==> src/rtl/mem_port_arbiter_if.sv <==
// Signal bundle between the mips pipeline stages (IF/MA), the memory port arbiter
// and the external memory. master = arbiter side, slave = pipeline/memory side.
interface mem_port_arbiter_if #(
   parameter int ADDR_WIDTH = 32,
   parameter int DATA_WIDTH = 32
);
   localparam int BE_W = DATA_WIDTH / 8;

   logic                  i_if_req;
   logic [ADDR_WIDTH-1:0] i_if_addr;
   logic                  o_if_ack;
   logic                  o_if_err;
   logic [DATA_WIDTH-1:0] o_if_rdata;
   logic                  o_if_stall;

   logic                  i_dm_req;
   logic                  i_dm_we;
   logic [BE_W-1:0]       i_dm_be;
   logic [ADDR_WIDTH-1:0] i_dm_addr;
   logic [DATA_WIDTH-1:0] i_dm_wdata;
   logic                  o_dm_ack;
   logic                  o_dm_err;
   logic [DATA_WIDTH-1:0] o_dm_rdata;
   logic                  o_dm_stall;

   logic                  o_mem_req;
   logic                  o_mem_we;
   logic [BE_W-1:0]       o_mem_be;
   logic [ADDR_WIDTH-1:0] o_mem_addr;
   logic [DATA_WIDTH-1:0] o_mem_wdata;
   logic                  i_mem_ack;
   logic [DATA_WIDTH-1:0] i_mem_rdata;

   modport master (
      input  i_if_req, i_if_addr,
      output o_if_ack, o_if_err, o_if_rdata, o_if_stall,
      input  i_dm_req, i_dm_we, i_dm_be, i_dm_addr, i_dm_wdata,
      output o_dm_ack, o_dm_err, o_dm_rdata, o_dm_stall,
      output o_mem_req, o_mem_we, o_mem_be, o_mem_addr, o_mem_wdata,
      input  i_mem_ack, i_mem_rdata
   );

   modport slave (
      output i_if_req, i_if_addr,
      input  o_if_ack, o_if_err, o_if_rdata, o_if_stall,
      output i_dm_req, i_dm_we, i_dm_be, i_dm_addr, i_dm_wdata,
      input  o_dm_ack, o_dm_err, o_dm_rdata, o_dm_stall,
      input  o_mem_req, o_mem_we, o_mem_be, o_mem_addr, o_mem_wdata,
      output i_mem_ack, i_mem_rdata
   );
endinterface

==> src/rtl/mem_port_arbiter.sv <==
// Shares one external memory port between instruction fetch and data access, one
// transaction at a time, with a no-ack watchdog. Define MEM_ARB_RR_EN for round-robin.
module mem_port_arbiter #(
   parameter int ADDR_WIDTH = 32,
   parameter int DATA_WIDTH = 32,
   parameter int TIMEOUT    = 255
) (
   input  logic               i_clk,
   input  logic               i_rst,
   mem_port_arbiter_if.master bus
);
   localparam int BE_W = DATA_WIDTH / 8;
   localparam int CW   = $clog2(TIMEOUT + 1);
   localparam logic [CW-1:0] WD_LAST = CW'(TIMEOUT - 1);

   typedef enum logic [1:0] {IDLE, BUSY, RESP} state_t;

   typedef struct packed {
      logic                  we;
      logic [BE_W-1:0]       be;
      logic [ADDR_WIDTH-1:0] addr;
      logic [DATA_WIDTH-1:0] wdata;
   } txn_t;

   state_t                state, state_nxt;
   txn_t                  txn_q, grant_txn;
   logic                  owner_dm;
   logic                  err_q;
   logic [CW-1:0]         wd_q;
   logic [DATA_WIDTH-1:0] if_rdata_q, dm_rdata_q, resp_data;
   logic                  any_req, grant_dm, timeout, busy_done;

   assign any_req = bus.i_if_req | bus.i_dm_req;

`ifdef MEM_ARB_RR_EN
   logic last_dm;

   // On contention, hand the port to whichever side did not get it last.
   assign grant_dm = bus.i_dm_req & (~bus.i_if_req | ~last_dm);

   always_ff @(posedge i_clk or posedge i_rst) begin
      if (i_rst)                      last_dm <= 1'b0;
      else if (state == IDLE && any_req) last_dm <= grant_dm;
   end
`else
   // Data access belongs to the older instruction, so it always wins.
   assign grant_dm = bus.i_dm_req;
`endif

   always_comb begin
      if (grant_dm)
         grant_txn = '{we: bus.i_dm_we, be: bus.i_dm_be, addr: bus.i_dm_addr, wdata: bus.i_dm_wdata};
      else
         grant_txn = '{we: 1'b0, be: '1, addr: bus.i_if_addr, wdata: '0};
   end

   // An ack in the last watchdog cycle still counts as a good completion.
   assign timeout   = (wd_q == WD_LAST) & ~bus.i_mem_ack;
   assign busy_done = bus.i_mem_ack | timeout;
   assign resp_data = (bus.i_mem_ack & ~txn_q.we) ? bus.i_mem_rdata : '0;

   always_ff @(posedge i_clk or posedge i_rst) begin
      if (i_rst) state <= IDLE;
      else       state <= state_nxt;
   end

   always_comb begin
      state_nxt = state;
      case (state)
         IDLE:    if (any_req)   state_nxt = BUSY;
         BUSY:    if (busy_done) state_nxt = RESP;
         RESP:                   state_nxt = IDLE;
         default:                state_nxt = IDLE;
      endcase
   end

   always_ff @(posedge i_clk or posedge i_rst) begin
      if (i_rst) begin
         txn_q      <= '0;
         owner_dm   <= 1'b0;
         err_q      <= 1'b0;
         wd_q       <= '0;
         if_rdata_q <= '0;
         dm_rdata_q <= '0;
      end else begin
         case (state)
            IDLE: if (any_req) begin
               txn_q    <= grant_txn;
               owner_dm <= grant_dm;
               err_q    <= 1'b0;
               wd_q     <= '0;
            end
            BUSY: if (busy_done) begin
               err_q <= ~bus.i_mem_ack;
               if (owner_dm) dm_rdata_q <= resp_data;
               else          if_rdata_q <= resp_data;
            end else begin
               wd_q <= wd_q + 1'b1;
            end
            default: ;
         endcase
      end
   end

   always_comb begin
      bus.o_mem_req   = (state == BUSY);
      bus.o_mem_we    = txn_q.we;
      bus.o_mem_be    = txn_q.be;
      bus.o_mem_addr  = txn_q.addr;
      bus.o_mem_wdata = txn_q.wdata;
      bus.o_if_ack    = (state == RESP) & ~owner_dm;
      bus.o_dm_ack    = (state == RESP) &  owner_dm;
      bus.o_if_err    = bus.o_if_ack & err_q;
      bus.o_dm_err    = bus.o_dm_ack & err_q;
      bus.o_if_rdata  = if_rdata_q;
      bus.o_dm_rdata  = dm_rdata_q;
      bus.o_if_stall  = bus.i_if_req & ~bus.o_if_ack;
      bus.o_dm_stall  = bus.i_dm_req & ~bus.o_dm_ack;
   end
endmodule
==> src/flat_wrapper.sv <==
// flat-port wrapper written by rule: the top's interface ports become plain ports
module mem_port_arbiter_flat 
#(
   parameter int ADDR_WIDTH = 32,
   parameter int DATA_WIDTH = 32,
   parameter int TIMEOUT    = 255
)
  (i_clk, i_rst, bus_i_if_req, bus_i_if_addr, bus_o_if_ack, bus_o_if_err, bus_o_if_rdata, bus_o_if_stall, bus_i_dm_req, bus_i_dm_we, bus_i_dm_be, bus_i_dm_addr, bus_i_dm_wdata, bus_o_dm_ack, bus_o_dm_err, bus_o_dm_rdata, bus_o_dm_stall, bus_o_mem_req, bus_o_mem_we, bus_o_mem_be, bus_o_mem_addr, bus_o_mem_wdata, bus_i_mem_ack, bus_i_mem_rdata);
  mem_port_arbiter_if #(.ADDR_WIDTH(ADDR_WIDTH), .DATA_WIDTH(DATA_WIDTH)) bus_i ();
  input  logic i_clk;
  input  logic i_rst;
  input wire logic [$bits(bus_i.i_if_req)-1:0] bus_i_if_req;
  input wire logic [$bits(bus_i.i_if_addr)-1:0] bus_i_if_addr;
  output wire logic [$bits(bus_i.o_if_ack)-1:0] bus_o_if_ack;
  output wire logic [$bits(bus_i.o_if_err)-1:0] bus_o_if_err;
  output wire logic [$bits(bus_i.o_if_rdata)-1:0] bus_o_if_rdata;
  output wire logic [$bits(bus_i.o_if_stall)-1:0] bus_o_if_stall;
  input wire logic [$bits(bus_i.i_dm_req)-1:0] bus_i_dm_req;
  input wire logic [$bits(bus_i.i_dm_we)-1:0] bus_i_dm_we;
  input wire logic [$bits(bus_i.i_dm_be)-1:0] bus_i_dm_be;
  input wire logic [$bits(bus_i.i_dm_addr)-1:0] bus_i_dm_addr;
  input wire logic [$bits(bus_i.i_dm_wdata)-1:0] bus_i_dm_wdata;
  output wire logic [$bits(bus_i.o_dm_ack)-1:0] bus_o_dm_ack;
  output wire logic [$bits(bus_i.o_dm_err)-1:0] bus_o_dm_err;
  output wire logic [$bits(bus_i.o_dm_rdata)-1:0] bus_o_dm_rdata;
  output wire logic [$bits(bus_i.o_dm_stall)-1:0] bus_o_dm_stall;
  output wire logic [$bits(bus_i.o_mem_req)-1:0] bus_o_mem_req;
  output wire logic [$bits(bus_i.o_mem_we)-1:0] bus_o_mem_we;
  output wire logic [$bits(bus_i.o_mem_be)-1:0] bus_o_mem_be;
  output wire logic [$bits(bus_i.o_mem_addr)-1:0] bus_o_mem_addr;
  output wire logic [$bits(bus_i.o_mem_wdata)-1:0] bus_o_mem_wdata;
  input wire logic [$bits(bus_i.i_mem_ack)-1:0] bus_i_mem_ack;
  input wire logic [$bits(bus_i.i_mem_rdata)-1:0] bus_i_mem_rdata;
  assign bus_i.i_if_req = bus_i_if_req;
  assign bus_i.i_if_addr = bus_i_if_addr;
  assign bus_o_if_ack = bus_i.o_if_ack;
  assign bus_o_if_err = bus_i.o_if_err;
  assign bus_o_if_rdata = bus_i.o_if_rdata;
  assign bus_o_if_stall = bus_i.o_if_stall;
  assign bus_i.i_dm_req = bus_i_dm_req;
  assign bus_i.i_dm_we = bus_i_dm_we;
  assign bus_i.i_dm_be = bus_i_dm_be;
  assign bus_i.i_dm_addr = bus_i_dm_addr;
  assign bus_i.i_dm_wdata = bus_i_dm_wdata;
  assign bus_o_dm_ack = bus_i.o_dm_ack;
  assign bus_o_dm_err = bus_i.o_dm_err;
  assign bus_o_dm_rdata = bus_i.o_dm_rdata;
  assign bus_o_dm_stall = bus_i.o_dm_stall;
  assign bus_o_mem_req = bus_i.o_mem_req;
  assign bus_o_mem_we = bus_i.o_mem_we;
  assign bus_o_mem_be = bus_i.o_mem_be;
  assign bus_o_mem_addr = bus_i.o_mem_addr;
  assign bus_o_mem_wdata = bus_i.o_mem_wdata;
  assign bus_i.i_mem_ack = bus_i_mem_ack;
  assign bus_i.i_mem_rdata = bus_i_mem_rdata;
  mem_port_arbiter #(.ADDR_WIDTH(ADDR_WIDTH), .DATA_WIDTH(DATA_WIDTH), .TIMEOUT(TIMEOUT)) u_core (.i_clk(i_clk), .i_rst(i_rst), .bus(bus_i));
endmodule
==> config.mk <==
export PLATFORM = sky130hd
export DESIGN_NAME = mem_port_arbiter_flat
export DESIGN_NICKNAME = d
export VERILOG_FILES = /design/src/rtl/mem_port_arbiter_if.sv /design/src/rtl/mem_port_arbiter.sv /design/src/flat_wrapper.sv
export SDC_FILE = /design/constraint.sdc
export NUM_CORES = 1
export LEC_CHECK = 0
export CELL_PAD_IN_SITES_DETAIL_PLACEMENT = 1
export CELL_PAD_IN_SITES_GLOBAL_PLACEMENT = 1
export CORE_MARGIN = 2
export CORE_UTILIZATION = 34
export DETAILED_ROUTE_END_ITERATION = 10
export GPL_TIMING_DRIVEN = 1
export PLACE_DENSITY_LB_ADDON = 0.1
export SLEW_MARGIN = 5
export SYNTH_ARGS = -nofsm -noshare
export SYNTH_HDL_FRONTEND = slang
export SYNTH_SLANG_ARGS = --single-unit
export TNS_END_PERCENT = 10
==> constraint.sdc <==
create_clock -name i_clk -period 9.81 [get_ports i_clk]
set_input_delay 1.962 -clock i_clk [delete_from_list [all_inputs] [get_ports i_clk]]
set_output_delay 1.962 -clock i_clk [all_outputs]
set_load 0.01 [all_outputs]
== After elaboration in Yosys (flattened, before gate mapping) ==
Index checks and enable logic that the tools add are counted.

* Flip-flop bits (word level): 145
* Output and inout port bits: 140
* Word-level logic and storage cells: 51

* Add/subtract/negate cells: 1
* Equal/unequal tests: 6
* Multiplexer cells: 11
* Bitwise operators: 15
* Reduce and logical (&&, ||, !) cells: 8

{| class="wikitable"
|+ Operators by type and width
! kind !! number
|-
| two-way mux 69 bit || 1
|-
| two-way mux 32 bit || 1
|-
| two-way mux 8 bit || 2
|-
| case mux 8 bit (2 select lines) || 1
|-
| AND reduction 3 bit || 4
|-
| adder 8 x 1 -> 8 bit, second input constant || 1
|-
| bitwise AND 1 bit || 8
|-
| == test 8 bit, second input constant || 1
|-
| NOT 1 bit || 5
|-
| two-way mux 2 bit || 2
|-
| inequality test 2 x 1 -> 1 bit, second input constant || 2
|-
| case mux 2 bit (2 select lines) || 1
|-
| AND reduction 2 bit || 2
|-
| == test 2 x 1 -> 1 bit, second input constant || 1
|-
| == test 2 bit, second input constant || 1
|-
| zero test 2 bit || 1
|-
| two-way mux 1 bit || 2
|-
| inequality test 2 bit, second input constant || 1
|-
| OR 1 bit || 2
|-
| case mux 1 bit (2 select lines) || 1
|-
| nonzero test 2 bit || 1
|}

== Longest topological paths before layout ==
* Depth after elaboration: 5
* Mapped depth: 7

== Worst setup path after synthesis ==
OpenSTA, ideal clock, no wires.

* Path type: input to output
* Start point: input bus_i_dm_req
* End point: output bus_o_dm_stall
* Data arrival time: 2.648 ns
* Setup slack: 5.200 ns
* Stages on the path: 3
* Cells stage by stage: buf_2 > buf_2 > nor2b_1

* Longest elaborated chain between the ends: 1

{| class="wikitable"
|+ RTL lines
! element !! line !! RTL
|-
| start: declaration || flat_wrapper.sv:18 || <nowiki>input wire logic [$bits(bus_i.i_dm_req)-1:0] bus_i_dm_req;</nowiki>
|-
| bitwise AND 1 bit || mem_port_arbiter.sv:118 || <nowiki>bus.o_dm_stall = bus.i_dm_req & ~bus.o_dm_ack;</nowiki>
|-
| end: declaration || flat_wrapper.sv:26 || <nowiki>output wire logic [$bits(bus_i.o_dm_stall)-1:0] bus_o_dm_stall;</nowiki>
|}

No other way between the ends.

== Worst setup path after layout ==
Ends and elaborated chain as after synthesis.

==> results by group <==
Placement
  – Area post-placement: 8760 sq um
  – Dpl ws: 4.31 ns
  – Port-buffer cells: 277
  – DP Wirelength: 13.1 mm
  – RePlAce Congestion: 0.797
  – Dpl cells: 914

Timing
  – Worst slew pin tran: ~1.2 ns
  – Hold Fails Final Rpt: 0
  – Tcrit/Tclk final: 55.8%
  – Max-slew violation count: 0
  – RSZ-0062 raised after global routing: false
  – Fin crit period: ~5.5 ns
  – Max-slew headroom: between 20% and 30%
  – Final setup fails: 0
  – Fmax: 183 MHz
  – Layout Skew: 0.00907 ns
  – Final worst setup slack: 4.33 ns
  – Fin Setup TNS: 0 ns

Floorplan
  – Initial Util: between 30% and 40%
  – Rows: 48
  – Die W: 135 um
  – I/O pins: 278
  – Core ar.: between 15000 and 20000 sq um
  – Die H: around 140 um
  – Die area: 18300 sq um

Yosys
  – Top-area cell type share of the netlist area: about 62%
  – Cell taking the most area after synthesis: dfrtp_1
  – Synth area leaders: dfrtp_1, a32o_1, mux2i_1
  – Mapped Avg Cell Area: roughly 13 sq um
  – Cell variety after synth: 40
  – Mapped Cells: 446
  – Synth top cells by count: dfrtp_1, a32o_1, nand2_1
  – Seq/Total Area, Yosys: 61.8%
  – Synthesized cell area: roughly 6000 sq um
  – Multiplexer share of the synthesized area: 5.65%
  – Asr flop ratio synth: 100%
  – Number of synthesized flops with an enable pin: 0
  – Largest family of logic cells by synthesized area: compound AO/OA/AOI/OAI gates
  – Seq cells post-synth: 145
  – Area share of xor/xnor cells in the synthesized design: 0%
  – Syn nets: 586
  – Predominant post-synthesis flop cell: dfrtp_1
  – Simple-gate portion of the synthesized area: 6.48%
  – Synthesis Warnings: 0
  – Count leader, synth: dfrtp_1
  – Synth Area in Compound Gates: 21.8%
  – Adder-cell share of the synthesized area: less than 1%

Clock tree
  – CTS Hold Bufs: 0
  – Post_cts resized: 0
  – CTS Buf Count: 17
  – CTS H-Tree Depth: 4
  – CTS tree: done
  – Postcts setup bufs: 0
  – Clock root cell: clkbuf_16
  – Worst-Skew Late Latency: 0.41 ns
  – Clk sinks: 145
  – Clk buf depth: 2
  – Clock Pin Slew Worst Setup and Hold Paths: 0.06 ns

Run
  – MaxCap Viol Count: 0

Routing
  – Final WL: 18.7 mm
  – DRT iter0 DRCs: 184
  – Routed vias/inst: 5.20
  – First-pass iteration count of the detailed router: 5
  – DRT antenna net count: 0
  – Via count: about 4900
  – DRC Markers: 0
  – Wire per inst: 19.8 um

Layout
  – Ant. Diodes: 0
  – Nets: 848
  – Fillers: 1722
  – Layout area overhead: 59.4%
  – Post-route insts no fill: ~940
  – Fraction of final layout cells sized beyond drive strength 1: 7.37%
  – Finished Cell Area: 9360 sq um

Critical path
  – Critical Path Source Type: input pin
  – Critical path class: in2out
  – Worst reg-to-reg path cell count: 5
  – Max FO, Critical Path: 37
  – R2R Setup Slk: 7.63 ns
  – Crit path to: bus_o_dm_stall
  – CP endpoint kind: primary output
  – Critical Path Source: bus_i_dm_req
  – Reg-to-Reg End: u_core.wd_q[1]
  – Reg2reg start: u_core.state[0]
  – Worst Path Arrival: 3.52 ns
  – WP data required: 7.85 ns

Pwr
  – Peak VDD IR: 192 uV
  – Total chip power: 0.00299 W
  – P_leak: 3.96 nW
  – Pwr dens: between 300 and 400 nW/um^2

Hold path
  – HP Class: reg2reg

Global routing
  – Largest net degree at the start of global routing: 102
  – Grt total ovfl: 0
  – Initial antenna violation count: 0
  – First-pass GRT wire length: 29.4 mm
  – GRT Util Overall: 20.7%
  – Vias in the first global route: 5432

Outcome
  – Status: complete, no violations
## per-layer routing
metal	global-route usage, %	wire length, um	vias up
met5	0	0	-
met4	6.02	260	0
met3	8.12	1560	17
met2	37.2	9820	162
met1	22.7	7030	2499
li1	-	-	2229
## through the flow
| stage | hold WS (ns) | utilization, % |
|---|---|---|
| finish | 0.478 | 54.7 |
| global route | 0.501 | 54.7 |
| CTS | 0.485 | 54.7 |
| detailed placement | 0.472 | 51.2 |
| global placement | 0.463 | 51.2 |
| floorplan | 0.450 | - |
## layout by cell type, fill, tap and decap left out, drive strengths merged, types with 2 or more instances in the layout
cell type        n
a21oi            5
a22o            33
a31oi            4
a32o            64
and2             4
buf              7
bufinv           2
clkbuf          22
clkdlybuf4s50  275
clkinv           5
dfrtp          145
ha               2
inv              3
mux2i           32
nand2           41
nand3            6
nand4            2
nor2             5
nor2b            2
nor3b            3
o21a             3
o21ai           37
o22a             4
## registers in the layout, summed over array words and instances (netlist names)
signal                  flops
u_core.bus.o_dm_rdata      32
u_core.bus.o_if_rdata      32
u_core.bus.o_mem_addr      32
u_core.bus.o_mem_wdata     32
u_core.wd_q                 8
u_core.bus.o_mem_be         4
u_core.state                2
u_core.bus.o_mem_we         1
u_core.err_q                1
u_core.owner_dm             1
## worst max-delay path, stage by stage
cell and delay (ns):
buf_2 0.78, nor2b_1 0.22, clkdlybuf4s50_1 0.54
## worst min path at each step
stage	endpoint	from	slack, ns	depth (start not counted)
after floorplan	u_core.wd_q[7]	u_core.wd_q[7]	0.45	1
after global placement	u_core.bus.o_mem_addr[20]	u_core.bus.o_mem_addr[20]	0.46	2
after detailed placement	u_core.bus.o_mem_addr[14]	u_core.bus.o_mem_addr[14]	0.47	2
after CTS	u_core.bus.o_mem_addr[14]	u_core.bus.o_mem_addr[14]	0.49	2
after global routing	u_core.bus.o_if_rdata[31]	u_core.bus.o_if_rdata[31]	0.50	1
final	u_core.bus.o_mem_addr[14]	u_core.bus.o_mem_addr[14]	0.48	2
## logic make-up after synthesis
logic type | count (synthesis)
simple gates | 69
compound gates | 155
buf+inv | 42
flops | 145
mux | 33
fa+ha+maj | 2
## power breakdown
| group | internal (W) | leakage [nW] | switching (W) |
|---|---|---|---|
| sequential | 0.000875 | 1.83 | 0.000177 |
| combinational | 0.000722 | 1.84 | 0.000569 |
| clock | 0.000406 | 0.294 | 0.000244 |
| total | 0.00200 | 3.96 | 0.000990 |
## area by class of cell
class | count | area [sq um] | area share, %
sequential | 145 | 3630 | 38.8
timing repair buffer | 282 | 2800 | 29.9
multi-input combinational | 259 | 2040 | 21.8
clock buffer | 22 | 494 | 5.28
tap | 225 | 282 | 3.01
clock inverter | 8 | 104 | 1.11
inverter | 3 | 16.3 | 0.174
No activity file was read; power rests on OpenSTA's default activity.
